===== config.mk =====
export PLATFORM = sky130hd
export DESIGN_NAME = ctrnn_step_sequencer
export DESIGN_NICKNAME = d
export VERILOG_FILES = /design/src/rtl/ctrnn_step_sequencer.sv
export SDC_FILE = /design/constraint.sdc
export NUM_CORES = 1
export LEC_CHECK = 0
export CAP_MARGIN = 20
export CORE_ASPECT_RATIO = 0.5
export CORE_MARGIN = 3
export CORE_UTILIZATION = 53
export CTS_BUF_LIST = sky130_fd_sc_hd__clkbuf_2 sky130_fd_sc_hd__clkbuf_4 sky130_fd_sc_hd__clkbuf_8
export DETAILED_ROUTE_END_ITERATION = 12
export PLACE_DENSITY = 0.83
export SYNTH_ARGS = -nofsm -noshare
export SYNTH_HDL_FRONTEND = slang
export SYNTH_SLANG_ARGS = --single-unit

===== constraint.sdc =====
create_clock -name clk -period 7.1 [get_ports clk]
set_input_delay 2.13 -clock clk [delete_from_list [all_inputs] [get_ports clk]]
set_output_delay 2.13 -clock clk [all_outputs]
set_load 0.01 [all_outputs]

===== src/rtl/ctrnn_step_sequencer.sv =====
// Euler-step controller that closes the UnitNeuron feedback loop and streams every
// captured state into a valid/ready trace FIFO. Optional NAN_GUARD_EN stops a run on Inf/NaN.
module ctrnn_step_sequencer #(
  parameter int STEPS_W    = 16,
  parameter int LAT        = 4,
  parameter int FIFO_DEPTH = 8
) (
  input  logic               clk,
  input  logic               rst,
  input  logic               start,
  input  logic [31:0]        y_init,
  input  logic [STEPS_W-1:0] n_steps,
  output logic [31:0]        neuron_y_t,
  input  logic [31:0]        neuron_y_next,
  output logic               busy,
  output logic               done,
  output logic               err,
  output logic [STEPS_W-1:0] step_count,
  output logic               out_valid,
  input  logic               out_ready,
  output logic [31:0]        out_data,
  output logic [STEPS_W-1:0] out_step
);

  localparam int LAT_W = (LAT > 1) ? $clog2(LAT) : 1;
  localparam int PTR_W = $clog2(FIFO_DEPTH);
  localparam logic [LAT_W-1:0] LAT_RELOAD    = LAT_W'(LAT - 1);
  localparam logic [PTR_W:0]   FIFO_FULL_CNT = (PTR_W + 1)'(FIFO_DEPTH);

  typedef enum logic [1:0] {
    S_IDLE,
    S_WAIT,
    S_CAPT,
    S_DONE
  } state_t;

  state_t             state_q, state_d;
  logic [31:0]        y_t_q;
  logic [STEPS_W-1:0] step_q;
  logic [STEPS_W-1:0] step_next;
  logic [STEPS_W-1:0] n_steps_q;
  logic [LAT_W-1:0]   lat_cnt;
  logic               start_ok;
  logic               push;
  logic               pop;

  logic [31:0]        fifo_data [FIFO_DEPTH];
  logic [STEPS_W-1:0] fifo_step [FIFO_DEPTH];
  logic [PTR_W-1:0]   wr_ptr;
  logic [PTR_W-1:0]   rd_ptr;
  logic [PTR_W:0]     fifo_count;
  logic               fifo_full;

`ifdef NAN_GUARD_EN
  logic nan_hit;
  logic next_nonfinite;
  logic err_q;

  assign next_nonfinite = (neuron_y_next[30:23] == 8'hFF);
`endif

  assign step_next = step_q + STEPS_W'(1);
  // Full comes straight from the registered count, so a same-cycle pop never frees a slot for a push.
  assign fifo_full = (fifo_count == FIFO_FULL_CNT);
  assign out_valid = (fifo_count != '0);
  assign pop       = out_valid && out_ready;

  // ---------------------------------------------------------------------------
  // Next-state logic
  // ---------------------------------------------------------------------------
  always_comb begin
    // NOTE: every signal written here gets a default first so no path leaves it unassigned (no latches).
    state_d  = state_q;
    start_ok = 1'b0;
    push     = 1'b0;
`ifdef NAN_GUARD_EN
    nan_hit  = 1'b0;
`endif
    unique case (state_q)
      S_IDLE: begin
        if (start) begin
          start_ok = 1'b1;
          state_d  = (n_steps == '0) ? S_DONE : S_WAIT;
        end
      end
      S_WAIT: begin
        if (lat_cnt == '0) state_d = S_CAPT;
      end
      S_CAPT: begin
`ifdef NAN_GUARD_EN
        if (next_nonfinite) begin
          nan_hit = 1'b1;
          state_d = S_DONE;
        end else
`endif
        if (!fifo_full) begin
          push    = 1'b1;
          state_d = (step_next == n_steps_q) ? S_DONE : S_WAIT;
        end
      end
      S_DONE: state_d = S_IDLE;
      default: state_d = S_IDLE;
    endcase
  end

  // ---------------------------------------------------------------------------
  // State register and step datapath
  // ---------------------------------------------------------------------------
  // NOTE: sequential state uses non-blocking assignments so every register samples pre-edge values.
  always_ff @(posedge clk or negedge rst) begin
    if (!rst) begin
      state_q   <= S_IDLE;
      y_t_q     <= '0;
      step_q    <= '0;
      n_steps_q <= '0;
      lat_cnt   <= '0;
    end else begin
      state_q <= state_d;
      if (start_ok) begin
        step_q    <= '0;
        n_steps_q <= n_steps;
        if (n_steps != '0) begin
          y_t_q   <= y_init;
          lat_cnt <= LAT_RELOAD;
        end
      end else if (state_q == S_WAIT && lat_cnt != '0) begin
        lat_cnt <= lat_cnt - LAT_W'(1);
      end else if (push) begin
        y_t_q   <= neuron_y_next;
        step_q  <= step_next;
        lat_cnt <= LAT_RELOAD;
      end
    end
  end

`ifdef NAN_GUARD_EN
  always_ff @(posedge clk or negedge rst) begin
    if (!rst) begin
      err_q <= 1'b0;
    end else if (start_ok) begin
      err_q <= 1'b0;
    end else if (nan_hit) begin
      err_q <= 1'b1;
    end
  end

  assign err = err_q;
`else
  assign err = 1'b0;
`endif

  assign neuron_y_t = y_t_q;
  assign step_count = step_q;
  assign busy       = (state_q != S_IDLE);
  assign done       = (state_q == S_DONE);

  // ---------------------------------------------------------------------------
  // Trace FIFO
  // ---------------------------------------------------------------------------
  // NOTE: the storage array has no reset; outputs are masked to zero while empty instead.
  always_ff @(posedge clk) begin
    if (push) begin
      fifo_data[wr_ptr] <= neuron_y_next;
      fifo_step[wr_ptr] <= step_next;
    end
  end

  always_ff @(posedge clk or negedge rst) begin
    if (!rst) begin
      wr_ptr     <= '0;
      rd_ptr     <= '0;
      fifo_count <= '0;
    end else begin
      if (push) wr_ptr <= wr_ptr + PTR_W'(1);
      if (pop)  rd_ptr <= rd_ptr + PTR_W'(1);
      unique case ({push, pop})
        2'b10:   fifo_count <= fifo_count + (PTR_W + 1)'(1);
        2'b01:   fifo_count <= fifo_count - (PTR_W + 1)'(1);
        default: fifo_count <= fifo_count;
      endcase
    end
  end

  assign out_data = out_valid ? fifo_data[rd_ptr] : '0;
  assign out_step = out_valid ? fifo_step[rd_ptr] : '0;

endmodule


-- Word-level counts from Yosys, hierarchy flattened
Memories as Yosys holds them, arrays and structs flattened.
Index checks and enable logic that the tools add are counted.
- shift operators: 0
- div/mod/pow operators: 0
- reductions and logical operators: 16
- add/subtract/negate cells: 6
- bitwise gates (word level): 0
- muxes and demuxes: 26
- equality and inequality tests: 12
- order comparisons: 0
- multipliers: 0
- operator list (kind ; number):
    32-bit two-way mux ; 5
    16-bit two-way mux ; 4
    2-bit two-way mux ; 9
    16-bit by 1-bit adder with 16-bit output, second input constant ; 1
    16-bit == test ; 1
    16-bit logical NOT ; 1
    16-bit nonzero test ; 1
    2-bit != test, second input constant ; 4
    2-bit one-hot mux with 4 select lines ; 1
    4-bit one-hot mux with 2 select lines ; 1
    2-bit nonzero test ; 4
    3-bit by 1-bit adder with 3-bit output, second input constant ; 2
    2-bit == test, second input constant ; 3
    1-bit two-way mux ; 6
    3-bit AND reduction ; 2
    4-bit by 1-bit adder with 4-bit output, second input constant ; 1
    2-bit by 1-bit == test with 1-bit output, second input constant ; 2
    4-bit == test, second input constant ; 1
    2-bit logical NOT ; 2
    2-bit AND reduction ; 2
    4-bit nonzero test ; 1
    4-bit by 1-bit subtractor with 4-bit output, second input constant ; 1
    3-bit nonzero test ; 1
    1-bit logical AND ; 2
    2 further kinds ; 2
- flip-flop bits (word level): 78
- latch bits: 0
- memory bits (read-only): 0
- memories: 2
- bits in writable memories: 384
- output and inout port bits: 100
- memory list (name ; depth ; width ; rd ports ; clocked after memory_dff ; wr ports ; RTL line ; text):
    fifo_data ; 8 ; 32 ; 1 ; 0 ; 1 ; 47 ; logic [31:0] fifo_data [FIFO_DEPTH];
    fifo_step ; 8 ; 16 ; 1 ; 0 ; 1 ; 48 ; logic [STEPS_W-1:0] fifo_step [FIFO_DEPTH];

-- Longest topological paths before layout
Gate-level depths: netlist (run 1).
- depth in word-level cells: 6
- gate-level depth with buffers: 11

-- Worst setup path before layout (run 1)
OpenSTA, ideal clock, no wires.
- path kind: register -> register
- start: register state_q[0]
- end: memory fifo_data[2][0], enable pin
- cell stages (with the launch flop): 6
- setup slack: 0.431 ns
- library setup time: 0.590 ns
- arrival time: 6.079 ns
- cell sequence: dfrtp_1 nand2b_1 a21oi_1 inv_1 clkbuf_1 nor4b_1
- longest elaborated chain between the ends: 4
- RTL lines (element ; RTL line ; text):
    from (decl) ; 37 ; state_t state_q, state_d;
    from (signal assigned) ; 118 ; state_q <= state_d;
    2-bit == test ; 79 ; unique case (state_q)
    1-bit two-way mux ; 79 ;
    1-bit two-way mux ; 162 ; if (push) begin
    1-bit two-way mux (not written as such) ; 163 ; fifo_data[wr_ptr] <= neuron_y_next;
    to (decl) ; 47 ;
Every way passes these cells.

-- Worst setup path in the final report (run 1)
- start: register rd_ptr[0]
- end: output port out_data[11]
- longest elaborated chain between the ends: 2
- RTL lines (element ; RTL line ; text):
    from (decl) ; 50 ; logic [PTR_W-1:0] rd_ptr;
    from (signal assigned) ; 175 ; if (pop) rd_ptr <= rd_ptr + PTR_W'(1);
    memory read 8 x 32 bit ; -- ;
    32-bit two-way mux ; 184 ; assign out_data = out_valid ? fifo_data[rd_ptr] : '0;
    to (decl) ; 21 ; output logic [31:0] out_data,
Every way passes these cells.

==> results of run 1 <==
==> metrics by stage <==
step / instances / hold slack [ps] / power [mW]
floorplan: 1074 / 465 / 5.05
global placement: 1681 / 462 / 6.17
detailed placement: 1681 / 473 / 6.27
CTS: 1793 / 488 / 8.15
global route: 1795 / 515 / 8.50
finish: 1795 / 485 / 8.11
==> kinds of logic (layout without fill, tap and decap cells) <==
kind of cell	Yosys count	in the layout	share of synthesized area, %
other cells	1	1	0.0201
fa+ha+maj	8	8	0.577
simple gates	240	240	5.58
compound gates	72	72	2.08
buf+inv	73	329	1.56
xor+xnor	40	40	1.88
mux	178	178	16.0
flops	462	462	72.3
==> sequential cells by signal (all words and copies together) (netlist names) <==
| register | flops |
|---|---|
| n_steps_q | 16 |
| step_count | 16 |
| neuron_y_t | 32 |
| fifo_data | 256 |
| rd_ptr | 3 |
| fifo_count | 4 |
| lat_cnt | 2 |
| fifo_step | 128 |
| state_q | 2 |
| wr_ptr | 3 |
==> worst max-delay path: stages, from the launching register on <==
cell	delay [ps]
dfrtp_4	610
buf_16	330
buf_4	360
mux4_2	550
mux2i_1	160
nor2_1	70
clkdlybuf4s50_1	560
==> placed cells by master (no fill, tap or decap), types with 4 or more instances in the layout <==
| master | count |
|---|---|
| nand2_1 | 118 |
| clkdlybuf4s50_1 | 181 |
| edfxtp_1 | 384 |
| nand3_1 | 11 |
| clkinv_2 | 7 |
| clkbuf_4 | 18 |
| buf_4 | 20 |
| xor2_1 | 19 |
| and3_1 | 4 |
| dfrtp_1 | 75 |
| a21oi_1 | 6 |
| o21ai_0 | 54 |
| inv_1 | 14 |
| clkinv_1 | 21 |
| nor2_1 | 65 |
| nor4_1 | 5 |
| nor3_1 | 5 |
| ha_1 | 7 |
| nand4_1 | 4 |
| clkbuf_8 | 63 |
| xnor2_1 | 21 |
| mux2i_1 | 81 |
| mux4_2 | 96 |
==> per-layer routing <==
metal / up-vias / GRT usage (%) / routed length [um]
met5: - / 0 / 0
met2: 380 / 37.2 / 21100
li1: 4549 / - / -
met1: 5320 / 29.9 / 16600
met4: 0 / 6.40 / 753
met3: 54 / 4.17 / 2670
==> cell type report <==
| type | count | share of cell area, % |
|---|---|---|
| Sequential cell | 462 | 60.7 |
| Multi-Input combinational cell | 539 | 22.2 |
| Timing Repair Buffer | 203 | 9.07 |
| Clock buffer | 81 | 4.51 |
| Tap cell | 465 | 2.62 |
| Clock inverter | 31 | 0.714 |
| Inverter | 14 | 0.236 |
==> report_power, final <==
group          total (mW)  switching, mW  internal (mW)
clock network        1.90          0.951          0.952
registers            3.41          0.244           3.17
logic                2.80           1.32           1.48
==> path summary, 6_finish.rpt <==
check                           slack [ps]               end  cells past startpoint           start
min in group asynchronous             1390    step_count[10]                      1             rst
worst min-delay path                   490    neuron_y_t[20]                      2  neuron_y_t[20]
max in group asynchronous             4470         rd_ptr[0]                      2             rst
worst min register to register         490    neuron_y_t[20]                      2  neuron_y_t[20]
worst max register to register        3860  fifo_data[2][16]                      6      state_q[0]
worst max-delay path                  1620      out_data[11]                      6       rd_ptr[0]
==> reports/metrics.cfg, run 1 <==
[global_routing]
overflow=0
antenna_found_initial=0
grt_pass1_wl_um=64200
grt_max_degree=78
grt_use_total_pct=22.1
grt_pass1_vias=11000

[timing]
hold_violations=0
setup_ws_ps=1620
finalCritPeriodShare_pct=77.2
post-route-min-period_ps=5480
skew_ps=31.5
slew_headroom_pct=37.3
rsz0062_at_grt=no
fin_tns_setup_ps=0
slew_viol_final=0
worst_slew_pin_slew_ps=938
finalSetupViolCount=0
fmax_mhz=183

[synth]
synth_area_leaders=edfxtp_1, mux4_2, dfrtp_1
synth_edf_count=384
ys_seq_area_share_pct=72.3
synth-seq-cells=462
synth_area_leader_cell=edfxtp_1
ys.flop_type=edfxtp_1
syn_area_um2=18600
synth_top_area_share_pct=61.8
synthCells=1074
synth_nets=1166
yosysMostFrequentCell=edfxtp_1
synth_commonest_cells=edfxtp_1, nand2_1, mux4_2
synthArstFlopShare_pct=16.9
synth.avg_cell_area_um2=17.4
synthDistinctLibCells=42
synth_warnings=0

[placed_design]
placed_area_um2=21000
post-place-ws_ps=1910
dp_hpwl_um=24400
portBuffers=182
gp_congestion=0.799

[finish]
final_util_pct=65.7
multi_input_comb_area_um2=4940
synthToLayoutAreaGrowth_pct=19.3
nFillCells=2198
design_area_um2=22200
antennaDiodeCount=0
seqCellArea_um2=13500
final_layout_size_suffix_gt1_share_pct=16.9
final_nets=1372

[pwr]
max-vdd-ir-drop_mv=0.197
p_leak_nw=7.79
powerDensity_nw_per_um2=365

[die]
core_area_um2=33900
floorplan.initialDensity_pct=55.1
io_pins=184
rows=47
die_x_um=271
die_h_um=139
die_area_um2=37600

[min_path]
hold_path_class=reg -> reg

[critical_path]
endpoint_kind=output pin
worstSetupStartpointType=flop
arrival_ps=3350
critical_path_class=reg -> out
cp_data_required_time_ps=4970
critPathMaxFanout=45

[clock_tree]
worstSkewPairLatency_ps=630
holdBufCountCts=0
cts_inserted_buffers=60
post_cts_resize_count=0
cts_tree=built
cts_buffer_depth=3
clk_pin_slew_worst_paths_ps=70
cts_max_level=2
postCtsSetupBuffers=0
cts.sinks=462
cts_root_buf=clkbuf_8

[run]
maxCapViolCount=0

[drt]
wl_per_cell_um=22.9
vias=10300
antenna_left=0
drc=0
postRouteWirelength_um=41200
via_per_inst=5.74
drtIter0Drc=1185
firstDrtPassIters=5

[run_status]
status=completed

Power figures use the tool's default switching activity.
==> inputs of run 2 (changes only) <==
Clock period 7.1 ns to 5 ns, I/O delays scaled along.
==> reports/metrics.cfg, run 2 (synthesis gave the netlist of run 1 again) <==
[clock_tree]
cts_root_buf=clkbuf_8
cts_inserted_buffers=61  ; +1.7%
cts.sinks=462  ; unchanged
post_cts_resize_count=0  ; unchanged
cts_max_level=2  ; unchanged
clk_pin_slew_worst_paths_ps=70  ; about the same
postCtsSetupBuffers=0  ; unchanged
cts_buffer_depth=3  ; unchanged
worstSkewPairLatency_ps=630  ; about the same
holdBufCountCts=0  ; unchanged
cts_tree=built

[finish]
nFillCells=2197  ; -0.045%
layout_common_cells=edfxtp_1, clkdlybuf4s50_1, nand2_1, mux4_2, mux2i_1
regMostFlops=fifo_data
largest_register_ffs=256  ; unchanged
final_util_pct=66.0  ; +0.37 points
final_layout_size_suffix_gt1_share_pct=17.3  ; +0.39 points
multi_input_comb_area_um2=4960  ; +0.38%
seqCellArea_um2=13500  ; about the same
fin_cells=1794  ; -0.056%
antennaDiodeCount=0  ; unchanged
final_common_cell=edfxtp_1
synthToLayoutAreaGrowth_pct=19.9
final_nets=1370  ; -0.15%

[timing]
slew_headroom_pct=37.6  ; +0.34 points
rsz0062_at_grt=no
hold_violations=0  ; unchanged
worst_slew_pin_slew_ps=936  ; -1.95 ps
setup_ws_ps=420  ; -1200 ps
skew_ps=24.2  ; -7.25 ps
fin_tns_setup_ps=0  ; unchanged
finalCritPeriodShare_pct=91.6
whs_ps=484  ; -1.44 ps
finalSetupViolCount=0  ; unchanged
post-route-min-period_ps=4580
slew_viol_final=0  ; unchanged
fmax_mhz=218

[placed_design]
dp.cells=1679  ; -0.12%
dp_hpwl_um=23200  ; -5.0%
portBuffers=182  ; unchanged
gp_congestion=0.800  ; +0.24%
post-place-ws_ps=1030  ; -884 ps

[global_routing]
antenna_found_initial=0  ; unchanged
grt_pass1_vias=11000  ; +0.39%
grt_use_total_pct=21.9  ; -0.21 points
grt_pass1_wl_um=63800  ; -0.62%
grt_max_degree=79  ; +1.3%
overflow=0  ; unchanged

[critical_path]
endpoint_kind=output pin
reg2reg_depth=7  ; +1
critPathMaxFanout=40  ; -11%
cp_data_required_time_ps=3500  ; -1470 ps
worstSetupStartpointType=flop
arrival_ps=3080  ; -270 ps
critical_path_class=reg -> out

[drt]
drtIter0Drc=932  ; -21%
vias=10300  ; -0.29%
firstDrtPassIters=5  ; unchanged
drc=0  ; unchanged
postRouteWirelength_um=40400  ; -2.0%
via_per_inst=5.73  ; -0.24%
wl_per_cell_um=22.5  ; -1.9%
antenna_left=0  ; unchanged

[die]
rows=47  ; unchanged
die_x_um=271  ; unchanged
die_h_um=139  ; unchanged
floorplan.initialDensity_pct=55.1  ; unchanged
io_pins=184  ; unchanged
die_area_um2=37600  ; unchanged
core_area_um2=33900  ; unchanged

[pwr]
powerDensity_nw_per_um2=523  ; +43%
max-vdd-ir-drop_mv=0.261  ; +32%
p_leak_nw=7.84  ; +0.64%

[min_path]
hold_path_class=reg -> reg
hold_path_depth=2  ; unchanged

[run]
maxCapViolCount=0  ; unchanged

[run_status]
status=completed

==> run 2: final timing paths <==
path / start / endpoint / slack, ps
worst min register to register: neuron_y_t[8] / neuron_y_t[8] / 480
worst max register to register: step_count[0] / state_q[1] / 1710
worst max-delay path: rd_ptr[0] / out_data[14] / 420
max in group asynchronous: rst / rd_ptr[0] / 3540
min in group asynchronous: rst / step_count[10] / 800
worst min-delay path: neuron_y_t[8] / neuron_y_t[8] / 480
==> run 2: layer usage <==
| layer | vias up | wire [um] | track usage, % |
|---|---|---|---|
| met2 | 398 | 20700 | 36.9 |
| met3 | 73 | 2690 | 3.77 |
| met4 | 0 | 966 | 6.96 |
| li1 | 4543 | - | - |
| met5 | - | 0 | 0 |
| met1 | 5259 | 16000 | 29.6 |
==> run 2: worst max-delay path, stage by stage, from the launching register on <==
cell and delay, ps:
dfrtp_4 690, buf_12 330, mux4_2 560, mux2i_1 190
nor2_1 80, clkdlybuf4s50_1 520
==> run 2: final cells by class <==
| cell class | count | area share (%) |
|---|---|---|
| Sequential cell | 462 | 60.3 |
| Multi-Input combinational cell | 539 | 22.2 |
| Timing Repair Buffer | 200 | 9.05 |
| Clock buffer | 85 | 4.70 |
| Tap cell | 465 | 2.60 |
| Clock inverter | 29 | 0.923 |
| Inverter | 14 | 0.235 |
==> run 2: where the power goes <==
part,total [mW],switching (mW),internal [mW]
registers,4.89,0.388,4.50
logic,3.93,1.84,2.09
clock network,2.87,1.36,1.51
total,11.7,3.58,8.11
==> run 2: through the flow <==
stage          cell area, um2  power, mW
2_1_floorplan           18700       7.17
3_3_place_gp            21100       8.78
3_5_place_dp            21100       8.93
4_1_cts                 22300       11.8
5_1_grt                 22400       12.3
6_report                22400       11.7
